<file path="config.mk">
export PLATFORM = sky130hd
export DESIGN_NAME = uart_mem_master
export DESIGN_NICKNAME = d
export VERILOG_FILES = /design/src/rtl/uart_mem_pkg.sv /design/src/rtl/rr_arb2.sv /design/src/rtl/uart_mem_master.sv
export SDC_FILE = /design/constraint.sdc
export NUM_CORES = 1
export LEC_CHECK = 0
export ABC_AREA = 0
export BUFFER_PORTS_ARGS = -buffer_cell sky130_fd_sc_hd__buf_4
export CORE_MARGIN = 5
export CORE_UTILIZATION = 55
export DETAILED_ROUTE_END_ITERATION = 8
export GPL_TIMING_DRIVEN = 0
export PLACE_DENSITY = 0.86
export RECOVER_POWER = 25
export SLEW_MARGIN = 15
export SYNTH_ARGS = -nofsm -noshare
export SYNTH_HDL_FRONTEND = slang
export SYNTH_HIERARCHICAL = 1
export SYNTH_SLANG_ARGS = --single-unit
</file>
<file path="constraint.sdc">
create_clock -name clk -period 5 [get_ports clk]
set_input_delay 1.5 -clock clk [delete_from_list [all_inputs] [get_ports clk]]
set_output_delay 1.5 -clock clk [all_outputs]
set_load 0.005 [all_outputs]
</file>
<file path="src/rtl/uart_mem_pkg.sv">
// Shared opcode encodings and FSM state type for the UART memory host master.
package uart_mem_pkg;

  localparam logic OP_READ  = 1'b0;
  localparam logic OP_WRITE = 1'b1;

  typedef enum logic [2:0] {
    IDLE,
    SEND_OP,
    SEND_ADDR,
    SEND_DATA,
    WAIT_RSP
  } state_t;

endpackage

</file>
<file path="src/rtl/rr_arb2.sv">
// Two-way round-robin arbiter; the pointer holds the index of the last requester served.
module rr_arb2 (
  input  logic       clk,
  input  logic       rst_l,
  input  logic [1:0] req,
  input  logic       advance,
  output logic [1:0] gnt_onehot
);

  logic last;

  // On contention the requester that was not served last wins.
  always_comb begin
    gnt_onehot = '0;
    case (req)
      2'b01:   gnt_onehot = 2'b01;
      2'b10:   gnt_onehot = 2'b10;
      2'b11:   gnt_onehot = last ? 2'b01 : 2'b10;
      default: gnt_onehot = '0;
    endcase
  end

  always_ff @(posedge clk or negedge rst_l) begin
    if (!rst_l)
      last <= 1'b1;
    else if (advance && (gnt_onehot != '0))
      last <= gnt_onehot[1];
  end

endmodule

</file>
<file path="src/rtl/uart_mem_master.sv">
// Shares one UART link to the remote memory between two requesters, serialising
// each granted access into opcode/address/data frames and collecting read responses.
module uart_mem_master
  import uart_mem_pkg::*;
#(
  parameter int FRAME_WIDTH    = 8,
  parameter int ADDR_WIDTH     = 4,
  parameter int DATA_WIDTH     = 8,
  parameter int TIMEOUT_CYCLES = 4096
) (
  input  logic                    clk,
  input  logic                    rst_l,
  input  logic [1:0]              req,
  input  logic [1:0]              we,
  input  logic [2*ADDR_WIDTH-1:0] addr,
  input  logic [2*DATA_WIDTH-1:0] wdata,
  output logic [1:0]              gnt,
  output logic [1:0]              done,
  output logic [DATA_WIDTH-1:0]   rdata,
  output logic                    err,
  output logic                    busy,
  output logic                    trmt,
  output logic [FRAME_WIDTH-1:0]  tx_data,
  input  logic                    tx_done,
  output logic                    clr_tx_done,
  input  logic [FRAME_WIDTH-1:0]  rx_data,
  input  logic                    rx_done,
  output logic                    clr_rx_done
);

  localparam int CW = $clog2(TIMEOUT_CYCLES + 1);
  localparam logic [CW-1:0] TMO = CW'(TIMEOUT_CYCLES);

  state_t                  state, next;
  logic [1:0]              arb_gnt;
  logic                    grant;
  logic                    sel;
  logic                    owner;
  logic                    op_we;
  logic [ADDR_WIDTH-1:0]   op_addr;
  logic [DATA_WIDTH-1:0]   op_wdata;
  logic [CW-1:0]           cnt;
  logic                    timeout;
  logic                    unused_rx;

  assign grant     = (state == IDLE) && (req != '0);
  assign sel       = arb_gnt[1];
  assign timeout   = (cnt == TMO);
  assign busy      = (state != IDLE);
  assign unused_rx = ^rx_data;

  rr_arb2 u_arb (
    .clk        (clk),
    .rst_l      (rst_l),
    .req        (req),
    .advance    (grant),
    .gnt_onehot (arb_gnt)
  );

  always_ff @(posedge clk or negedge rst_l) begin
    if (!rst_l)
      state <= IDLE;
    else
      state <= next;
  end

  always_comb begin
    next = state;
    case (state)
      IDLE:      if (req != '0) next = SEND_OP;
      SEND_OP:   if (tx_done) next = SEND_ADDR;
      SEND_ADDR: if (tx_done) next = (op_we == OP_WRITE) ? SEND_DATA : WAIT_RSP;
      SEND_DATA: if (tx_done) next = IDLE;
      WAIT_RSP:  if (rx_done || timeout) next = IDLE;
      default:   next = IDLE;
    endcase
  end

  // rx_done outside WAIT_RSP is a stray frame: acknowledge it and drop it.
  always_comb begin
    gnt         = '0;
    done        = '0;
    err         = 1'b0;
    trmt        = 1'b0;
    clr_tx_done = 1'b0;
    clr_rx_done = 1'b0;
    tx_data     = '0;
    case (state)
      IDLE: begin
        gnt         = arb_gnt;
        clr_rx_done = rx_done;
      end
      SEND_OP, SEND_ADDR, SEND_DATA: begin
        trmt        = ~tx_done;
        clr_tx_done = tx_done;
        clr_rx_done = rx_done;
        case (state)
          SEND_OP:   tx_data = FRAME_WIDTH'(op_we);
          SEND_ADDR: tx_data = FRAME_WIDTH'(op_addr);
          default:   tx_data = FRAME_WIDTH'(op_wdata);
        endcase
        if ((state == SEND_DATA) && tx_done)
          done[owner] = 1'b1;
      end
      WAIT_RSP: begin
        if (rx_done) begin
          clr_rx_done = 1'b1;
          done[owner] = 1'b1;
        end else if (timeout) begin
          done[owner] = 1'b1;
          err         = 1'b1;
        end
      end
      default: ;
    endcase
  end

  // Counter is held clear outside WAIT_RSP, so it starts from zero on entry.
  always_ff @(posedge clk or negedge rst_l) begin
    if (!rst_l) begin
      owner    <= 1'b0;
      op_we    <= 1'b0;
      op_addr  <= '0;
      op_wdata <= '0;
      cnt      <= '0;
      rdata    <= '0;
    end else begin
      if (grant) begin
        owner    <= sel;
        op_we    <= sel ? we[1] : we[0];
        op_addr  <= sel ? addr[2*ADDR_WIDTH-1:ADDR_WIDTH] : addr[ADDR_WIDTH-1:0];
        op_wdata <= sel ? wdata[2*DATA_WIDTH-1:DATA_WIDTH] : wdata[DATA_WIDTH-1:0];
      end
      if (state != WAIT_RSP)
        cnt <= '0;
      else if (!timeout)
        cnt <= cnt + CW'(1);
      if ((state == WAIT_RSP) && rx_done)
        rdata <= rx_data[DATA_WIDTH-1:0];
    end
  end

endmodule

</file>
[Word level (Yosys, flattened, before mapping)]
Index checks and enable logic that the tools add are counted.
Operators by class
  $lt $le $gt $ge: 2
  eq/ne operators: 15
  $add $sub $neg: 1
  multiplexer cells: 30
  reduce and logical (&&, ||, !) cells: 13
  bitwise logic cells: 1
Operator list (number)
  $mux W13: 2
  $mux W3: 6
  $mux W8: 2
  $pmux W8 S2: 1
  $pmux W3 S5: 1
  $add A13 B1 Y13 const B: 1
  $eq A13 B13 Y1 const B: 1
  $mux W2: 5
  $mux W1: 8
  $ne A2 B2 Y1 const B: 4
  $eq A3 B2 Y1 const B: 2
  $pmux W2 S3: 1
  $logic_and A1 B1 Y1: 5
  $reduce_and A5 Y1: 1
  $eq A2 B2 Y1 const B: 2
  $mux W4: 1
  $ne A2 B1 Y1 const B: 2
  $pmux W2 S2: 1
  $reduce_bool A2 Y1: 2
  $reduce_or A4 Y1: 1
  $eq A3 B1 Y1 const B: 1
  $eq A3 B3 Y1 const B: 1
  $logic_not A3 Y1: 1
  $ne A3 B3 Y1 const B: 1
  other kinds (9): 9
Storage, ports and cells
  logic and storage cells: 70
  flip-flop bits (word level): 39
  input port bits: 40
  output and inout port bits: 25

[Depth between registers and ports, before layout]
Gate-level depths: netlist (run 1).
  depth after elaboration: 7
  gate-level depth with buffers: 7
  depth with buffers taken out: 5

[Cells and area by module]
The synthesis (run 1) kept the hierarchy.
By module, submodules not included
  uart_mem_master: area each 2148.3 um2, cells an instance 190, times used 1, seq. area each 950.9 um2
  rr_arb2: area each 56.3 um2, cells an instance 6, times used 1, seq. area each 26.3 um2

[Worst setup path before layout (run 1)]
No wires, ideal clock.
  path kind: input to output
  start: in req[1]
  end: out gnt[1]
  arrival: 2.264 ns
  path buffers: 2
  cell stages on the path: 4
  data required time: 3.500 ns
  path slack: 1.236 ns
  path through: a21boi_0 -> clkbuf_1 -> buf_2 -> and2_1
Between the ends
  cells in the longest elaborated chain, start to end: 3
  elaborated cells between the ends (all ways): 5
  those cells by class: eq/ne (3); mux (2)
RTL lines
  start: declaration: RTL line uart_mem_master.sv:13  | input logic [1:0] req,
  $eq A2 B2 Y1 or $eq A2 B1 Y1 (tied branches): RTL line rr_arb2.sv:15  | case (req)
  $pmux W2 S3 (*): RTL line rr_arb2.sv:15
  $mux W2 (*): RTL line uart_mem_master.sv:88  | case (state)
  end: declaration: RTL line uart_mem_master.sv:17  | output logic [1:0] gnt,
Mark *: on every way between the ends. The rest lies on a longest branch, timed or not.

[Worst setup path in the final report (run 1)]
  start: in req[0]
  end: out gnt[1]
Between the ends
  cells in the longest elaborated chain, start to end: 3
  elaborated cells between the ends (all ways): 5
  those cells by class: eq/ne (3); mux (2)
RTL lines
  $eq A2 B2 Y1 or $eq A2 B1 Y1 (tied branches): RTL line rr_arb2.sv:15
  $pmux W2 S3 (*): RTL line rr_arb2.sv:15
  net arb_gnt[1]: RTL line uart_mem_master.sv:35  | logic [1:0] arb_gnt;
  $mux W2 (*): RTL line uart_mem_master.sv:88
The timed path passes the listed nets; every way through them passes the cells marked *.

==> impl_results.md, run 1 <==
* Area growth, synth to finish at 29.3%
* GR Util met3 at 7.25%
* Largest stage delay, worst path at 0.30 ns
* Predominant post-synthesis flop cell: dfrtp_1
* Initial antenna violation count at 0
* Die height at 73.3 µm
* Final WL at 4940 µm
* R2R setup slack at 3.13 ns
* Met1 GRT Util at 24.6%
* Failing checks: capacitance limit, slew limit
* Critical Path AT at 2.59 ns
* Buffers on Ports at 64
* CTS tree: done
* CP Class: input port to output port
* Worst Path Buf+Inv at 4
* Worst EP required at 3.50 ns
* HPWL after detailed placement at 3650 µm
* HP Class: flop to flop
* GRT overflow at 0
* Initial detailed-routing violation count at 79
* R2R cell count at 5
* Clk sinks at 39
* Cell taking the most area after synthesis: dfrtp_1
* CTS-repair resized insts at 0
* Mapped Nets at 238
* Async SR Flop Fraction at 100%
* Final number of setup-violating endpoints at 0
* WL/cell at 15.5 µm
* Die X at 73.3 µm
* GR Layer Usage met2 at 33.3%
* Vias at 1768
* Sequential-to-total area share from yosys stat at 44.3%
* #FFs+latches synth at 39
* RR Endpoint: op_wdata[7]
* Synth Cell Area at 0.00220 mm²
* Worst Hold Launch: op_wdata[5]
* Drt pass-1 iters at 4
* Max Cap Viol at 1
* RR Startpoint: u_arb/last
* Post-synth EDFFs at 0
* Count of pins over their slew limit at 40
* CTS buffer count at 5
* Yosys warnings at 6
* Worst skew pair latency at 0.30 ns
* Maximum vdd drop at 0.394 mV
* Num rows at 23
* H-tree levels at 2
* Layout Nets at 309
* Detailed-route DRC error count at 0
* Clock skew at 0.00869 ns
* Setup Fix Bufs, Post-CTS at 0
* Clock Tree Buf Depth at 2
* Worst setup EP type: output port
* Layout cells sized above 1 at 48.1%
* Global-route wire length before repair at 8270 µm
* Worst Setup SP: req[0]
* Top post-synthesis cells by area: dfrtp_1 (43%), mux2_2 (18%), a21oi_1 (2.5%)
* CTS root buf: clkbuf_8
* Leakage at 1.27 nW
* Post-DR vias/cell at 5.56
* RSZ-0062 raised after global routing: false
* Hold_buf cts at 0
* Most instantiated cells after synthesis: dfrtp_1 (38), mux2_2 (36), a21oi_1 (11)
* Worst-margin pin slew at 2.03 ns
* Final hold vios at 0
* Remaining antenna violation count at 0
* Vias in the first global route at 1837
* Syn Area/Cell at 11.2 µm²
* Overall global routing resource usage at 20.2%
* Critical-path top delay cell: buf_2
* Largest net degree at the start of global routing at 40
* Slew margin rel. at -35.2%
* Synth unique cells at 50
* Top cell type's share of synthesized area at 43.1%
* Ant diodes at 0
* GPL Wtd Cong at 0.792
* Die area at 0.00537 mm²
* Critical-path cell list: buf_4 -> a21boi_0 -> clkbuf_1 -> buf_2 -> and2_1 -> buf_4
* Clk slew on worst S/H paths at 0.08 ns
* Period utilization at 81.9%
* Count leader, synth: dfrtp_1
* Initial Util at 55.9%
* Power Dens Cells at 458 mW/mm²
* Worst-path maximum fanout at 10
* CP dominant cell by count: buf_4
* Hold Path Depth at 1
* Top delay family on crit path: buffers and inverters
* Final design utilization at 72.3%
* Hold endpoint: op_wdata[5]
* Max Clock Freq at 244 MHz
* Critical Path Start Type: input port
* Run status: finished with violations
* Post-synthesis cell count at 196
* Io pins at 65
* Core area at 0.00394 mm²
* GRT busiest layer: met2
* Min Tclk post-route at 4.09 ns
* Total Neg Setup Slack at 0 ns
[final cells by class]
type                    count  area (µm²)
well taps                  50        62.6
inverters                   9        33.8
plain buffers              10        60.1
repair buffers             64         477
flip-flops and latches     39         977
clock inverters             3        43.8
multi-input cells         138        1130
clock buffers               5        68.8
fillers                   276        1090
[metal layers]
layer  vias to the layer above  routed length (µm)  part of all wire [%]
met1                       846                2100                    42
met3                         8                 386                   7.8
li1                        863                   -                     -
met4                         0                  71                   1.4
met5                         -                   0                     0
met2                        51                2390                    48
[worst reg2reg max path, cell delays in order, from the launching register on]
cell and delay (ns):
dfstp_2 0.39, a21boi_0 0.15, clkbuf_1 0.28, buf_2 0.30
mux2_2 0.38, mux2_2 0.26
[sequential cells by signal, indices dropped and copies added (netlist names)]
| signal | count |
|---|---|
| cnt | 13 |
| op_wdata | 8 |
| rdata | 8 |
| op_addr | 4 |
| state | 3 |
| op_we | 1 |
| owner | 1 |
| u_arb/last | 1 |
[report_power, final]
group | total [W] | internal [W] | switching, W
Clock | 0.000270 | 0.000149 | 0.000121
Combinational | 0.000551 | 0.000318 | 0.000232
Sequential | 0.000486 | 0.000423 | 0.0000634
[layout by cell type, fill, tap and decap left out, types with 2 or more instances in the layout]
| cell | count |
|---|---|
| clkbuf_8 | 5 |
| mux2i_1 | 4 |
| a21boi_0 | 2 |
| inv_1 | 8 |
| nor4_1 | 3 |
| nor3_1 | 3 |
| dfrtp_1 | 38 |
| nor2_1 | 10 |
| nand3_2 | 2 |
| and3_1 | 4 |
| o21a_1 | 3 |
| o31ai_1 | 6 |
| buf_6 | 2 |
| buf_4 | 64 |
| a21oi_1 | 11 |
| and2_1 | 3 |
| o21ai_0 | 4 |
| buf_2 | 3 |
| nand3_1 | 3 |
| mux2_2 | 36 |
| or4_4 | 2 |
| nand2b_1 | 3 |
| clkbuf_1 | 5 |
| or4_1 | 4 |
| a31oi_1 | 2 |
| nand4_1 | 4 |
| ha_1 | 2 |
| nand2_1 | 5 |
| or3_1 | 2 |
[metrics by stage]
stage / std cells / worst slack [ns] / hold slack, ns / total power, W / area (µm²)
final: 318 / 0.906 / 0.508 / 0.00131 / 2850
after floorplan: 196 / 1.24 / 0.473 / 0.000819 / 2200
after global placement: 310 / 0.900 / 0.484 / 0.00103 / 2750
after CTS: 318 / 0.890 / 0.509 / 0.00132 / 2860
after detailed placement: 310 / 0.894 / 0.492 / 0.00105 / 2750
after global routing: 318 / 0.810 / 0.520 / 0.00139 / 2850
[kinds of logic after synthesis]
group	synth area share (%)
DFF	44.3
AOI/OAI and AO/OA	10.7
and+or+nand+nor	18.4
buffers and inverters	4.48
xor gates and xnor gates	0.795
muxes	20.2
adders and majority gates	1.13
[worst max-delay path by stage]
stage,to,slack (ns),depth (start not counted)
detailed placement,gnt[1],0.89,6
floorplan,gnt[1],1.24,4
CTS,gnt[1],0.89,6
finish,gnt[1],0.91,6
global placement,gnt[1],0.90,6
global route,gnt[1],0.81,6
Note: power is estimated with default switching activity, not from simulation.
==> inputs of run 2 (changes only) <==
--- a/config.mk
+++ b/config.mk
@@ -8,10 +8,10 @@
 export ABC_AREA = 0
 export BUFFER_PORTS_ARGS = -buffer_cell sky130_fd_sc_hd__buf_4
 export CORE_MARGIN = 5
-export CORE_UTILIZATION = 55
+export CORE_UTILIZATION = 52
 export DETAILED_ROUTE_END_ITERATION = 8
 export GPL_TIMING_DRIVEN = 0
-export PLACE_DENSITY = 0.86
+export PLACE_DENSITY = 0.82
 export RECOVER_POWER = 25
 export SLEW_MARGIN = 15
 export SYNTH_ARGS = -nofsm -noshare
==> constraint.sdc (replaced) <==
create_clock -name clk -period 4.1 [get_ports clk]
set_input_delay 1.23 -clock clk [delete_from_list [all_inputs] [get_ports clk]]
set_output_delay 1.23 -clock clk [all_outputs]
set_load 0.005 [all_outputs]
==> run 2 against run 1 <==
Against the previous run: clock skew increased by 0.0023 ns; first-iteration DRC count increased by 42%; wire length decreased by 3.7%; critical endpoint unchanged; cell area increased by 0.35%; via count increased by 1.6%; the flow still finishes with violations (capacitance limit, slew limit); cell count unchanged; utilization decreased by 1.8 points; sequential share of layout area decreased by 0.12 points; total power increased by 22%; worst hold slack got worse by 0.00056 ns.
==> impl_results.md, run 2 (synthesis gave the netlist of run 1 again) <==
* Run status: finished with violations
* Failing checks: capacitance limit, slew limit
* Area growth, synth to finish at 29.8%
* Worst-path maximum fanout at 10 (unchanged)
* Largest Register: cnt
* Die X at 75.1 µm (+2.5%)
* H-tree levels at 2 (unchanged)
* Place WS at 0.513 ns (-0.381 ns)
* R2R cell count at 5 (unchanged)
* Most frequent cells in the layout: buf_4 (65), dfrtp_1 (38), mux2_2 (36), a21oi_1 (11), nor2_1 (10)
* R2R setup slack at 2.23 ns (-0.90 ns)
* Final number of setup-violating endpoints at 0 (unchanged)
* Top delay family on crit path: buffers and inverters
* Overall global routing resource usage at 18.4% (-1.8 points)
* Leakage at 1.28 nW (+0.62%)
* Clock Tree Buf Depth at 2 (unchanged)
* Hold endpoint: op_wdata[5]
* Total Neg Setup Slack at 0 ns (unchanged)
* Vias at 1796 (+1.6%)
* Largest stage delay, worst path at 0.30 ns (about the same)
* Commonest non-fill, non-tap cell in the layout: buf_4
* CTS-repair resized insts at 0 (unchanged)
* GRT busiest layer: met2
* Global-route wire length before repair at 7820 µm (-5.3%)
* CTS root buf: clkbuf_8
* Met1 GRT Util at 23.3% (-1.3 points)
* Layout Nets at 309 (unchanged)
* Layout cells sized above 1 at 48.9% (+0.75 points)
* Worst Path Buf+Inv at 4 (unchanged)
* GR Layer Usage met2 at 28.2% (-5.0 points)
* Final design utilization at 70.5% (-1.8 points)
* Num rows at 23 (unchanged)
* Final hold vios at 0 (unchanged)
* Post-DR vias/cell at 5.65 (+1.6%)
* Largest net degree at the start of global routing at 40 (unchanged)
* Worst setup EP type: output port
* Critical Path AT at 2.34 ns (-0.25 ns)
* Vias in the first global route at 1744 (-5.1%)
* HPWL after detailed placement at 3550 µm (-2.7%)
* Worst skew pair latency at 0.29 ns (about the same)
* Largest regs: cnt x13, op_wdata x8, rdata x8
* Hold_buf cts at 0 (unchanged)
* Setup Fix Bufs, Post-CTS at 0 (unchanged)
* Critical-path cell list: buf_4 -> a21boi_0 -> clkbuf_1 -> buf_2 -> and2_1 -> buf_4
* RR Endpoint: op_wdata[7]
* Drt pass-1 iters at 4 (unchanged)
* Initial antenna violation count at 0 (unchanged)
* Detailed-route DRC error count at 0 (unchanged)
* Final Instance Area at 0.00286 mm² (+0.35%)
* Critical-path top delay cell: buf_2
* GR Util met3 at 7.34% (+0.093 points)
* Buffers on Ports at 64 (unchanged)
* Clk slew on worst S/H paths at 0.07 ns (about the same)
* Clk sinks at 39 (unchanged)
* FILL cells at 294 (+6.5%)
* Clock skew at 0.0110 ns (+0.00233 ns)
* Max reg flops at 13 (unchanged)
* WL/cell at 15.0 µm (-3.7%)
* Placed Area at 0.00275 mm² (unchanged)
* Worst Hold Launch: op_wdata[5]
* CP Class: input port to output port
* Initial detailed-routing violation count at 112 (+42%)
* Period utilization at 87.1%
* Overall Power at 0.00159 W (+22%)
* HP Class: flop to flop
* Die area at 0.00564 mm² (+5.0%)
* Min Tclk post-route at 3.57 ns
* Worst EP required at 2.87 ns (-0.63 ns)
* Power Dens Cells at 556 mW/mm² (+21%)
* CTS buffer count at 5 (unchanged)
* Remaining antenna violation count at 0 (unchanged)
* Final WL at 4760 µm (-3.7%)
* RSZ-0062 raised after global routing: false
* Core area at 0.00406 mm² (+2.9%)
* Maximum vdd drop at 0.411 mV (+4.2%)
* Hold Path Depth at 1 (unchanged)
* Worst-margin pin slew at 2.03 ns (-0.00142 ns)
* Io pins at 65 (unchanged)
* Max Cap Viol at 1 (unchanged)
* Ant diodes at 0 (unchanged)
* CP dominant cell by count: buf_4
* Count of pins over their slew limit at 40 (unchanged)
* Initial Util at 54.3% (-1.6 points)
* CTS tree: done
* Critical Path Start Type: input port
* Setup ws final at 0.531 ns (-0.375 ns)
* Slew margin rel. at -35.2% (+0.094 points)
* GPL Wtd Cong at 0.793 (+0.20%)
* Die height at 75.1 µm (+2.5%)
* GRT overflow at 0 (unchanged)
* RR Startpoint: u_arb/last
* Max Clock Freq at 280 MHz
[run 2: worst max path at each step]
stage / startpoint / endpoint / slack, ns / cells after the start
after floorplan: req[1] / gnt[1] / 0.88 / 4
after global placement: req[0] / gnt[1] / 0.55 / 6
after detailed placement: req[0] / gnt[1] / 0.51 / 6
after CTS: req[0] / gnt[1] / 0.51 / 6
after global routing: req[0] / gnt[1] / 0.46 / 6
final: req[0] / gnt[1] / 0.53 / 6
[run 2: through the flow]
step / hold slack [ns] / std cells
after floorplan: 0.473 / 196
after global placement: 0.483 / 310
after detailed placement: 0.490 / 310
after CTS: 0.506 / 318
after global routing: 0.523 / 318
final: 0.507 / 318
[run 2: layer usage]
layer,routed length [µm],vias up
met3,377,7
met1,2010,879
met5,0,-
met4,81,0
li1,-,863
met2,2290,47
[run 2: cell type report]
class	count	area [µm²]	area share (%)
repair buffers	64	477	16.7
multi-input cells	138	1130	39.4
clock buffers	6	82.6	2.89
inverters	9	33.8	1.18
flip-flops and latches	39	977	34.1
plain buffers	10	65.1	2.27
clock inverters	2	35.0	1.22
well taps	50	62.6	2.19
[run 2: report_power, final]
part / internal, W / switching [W]
clock: 0.000197 / 0.000135
combinational: 0.000393 / 0.000276
sequential: 0.000516 / 0.0000759
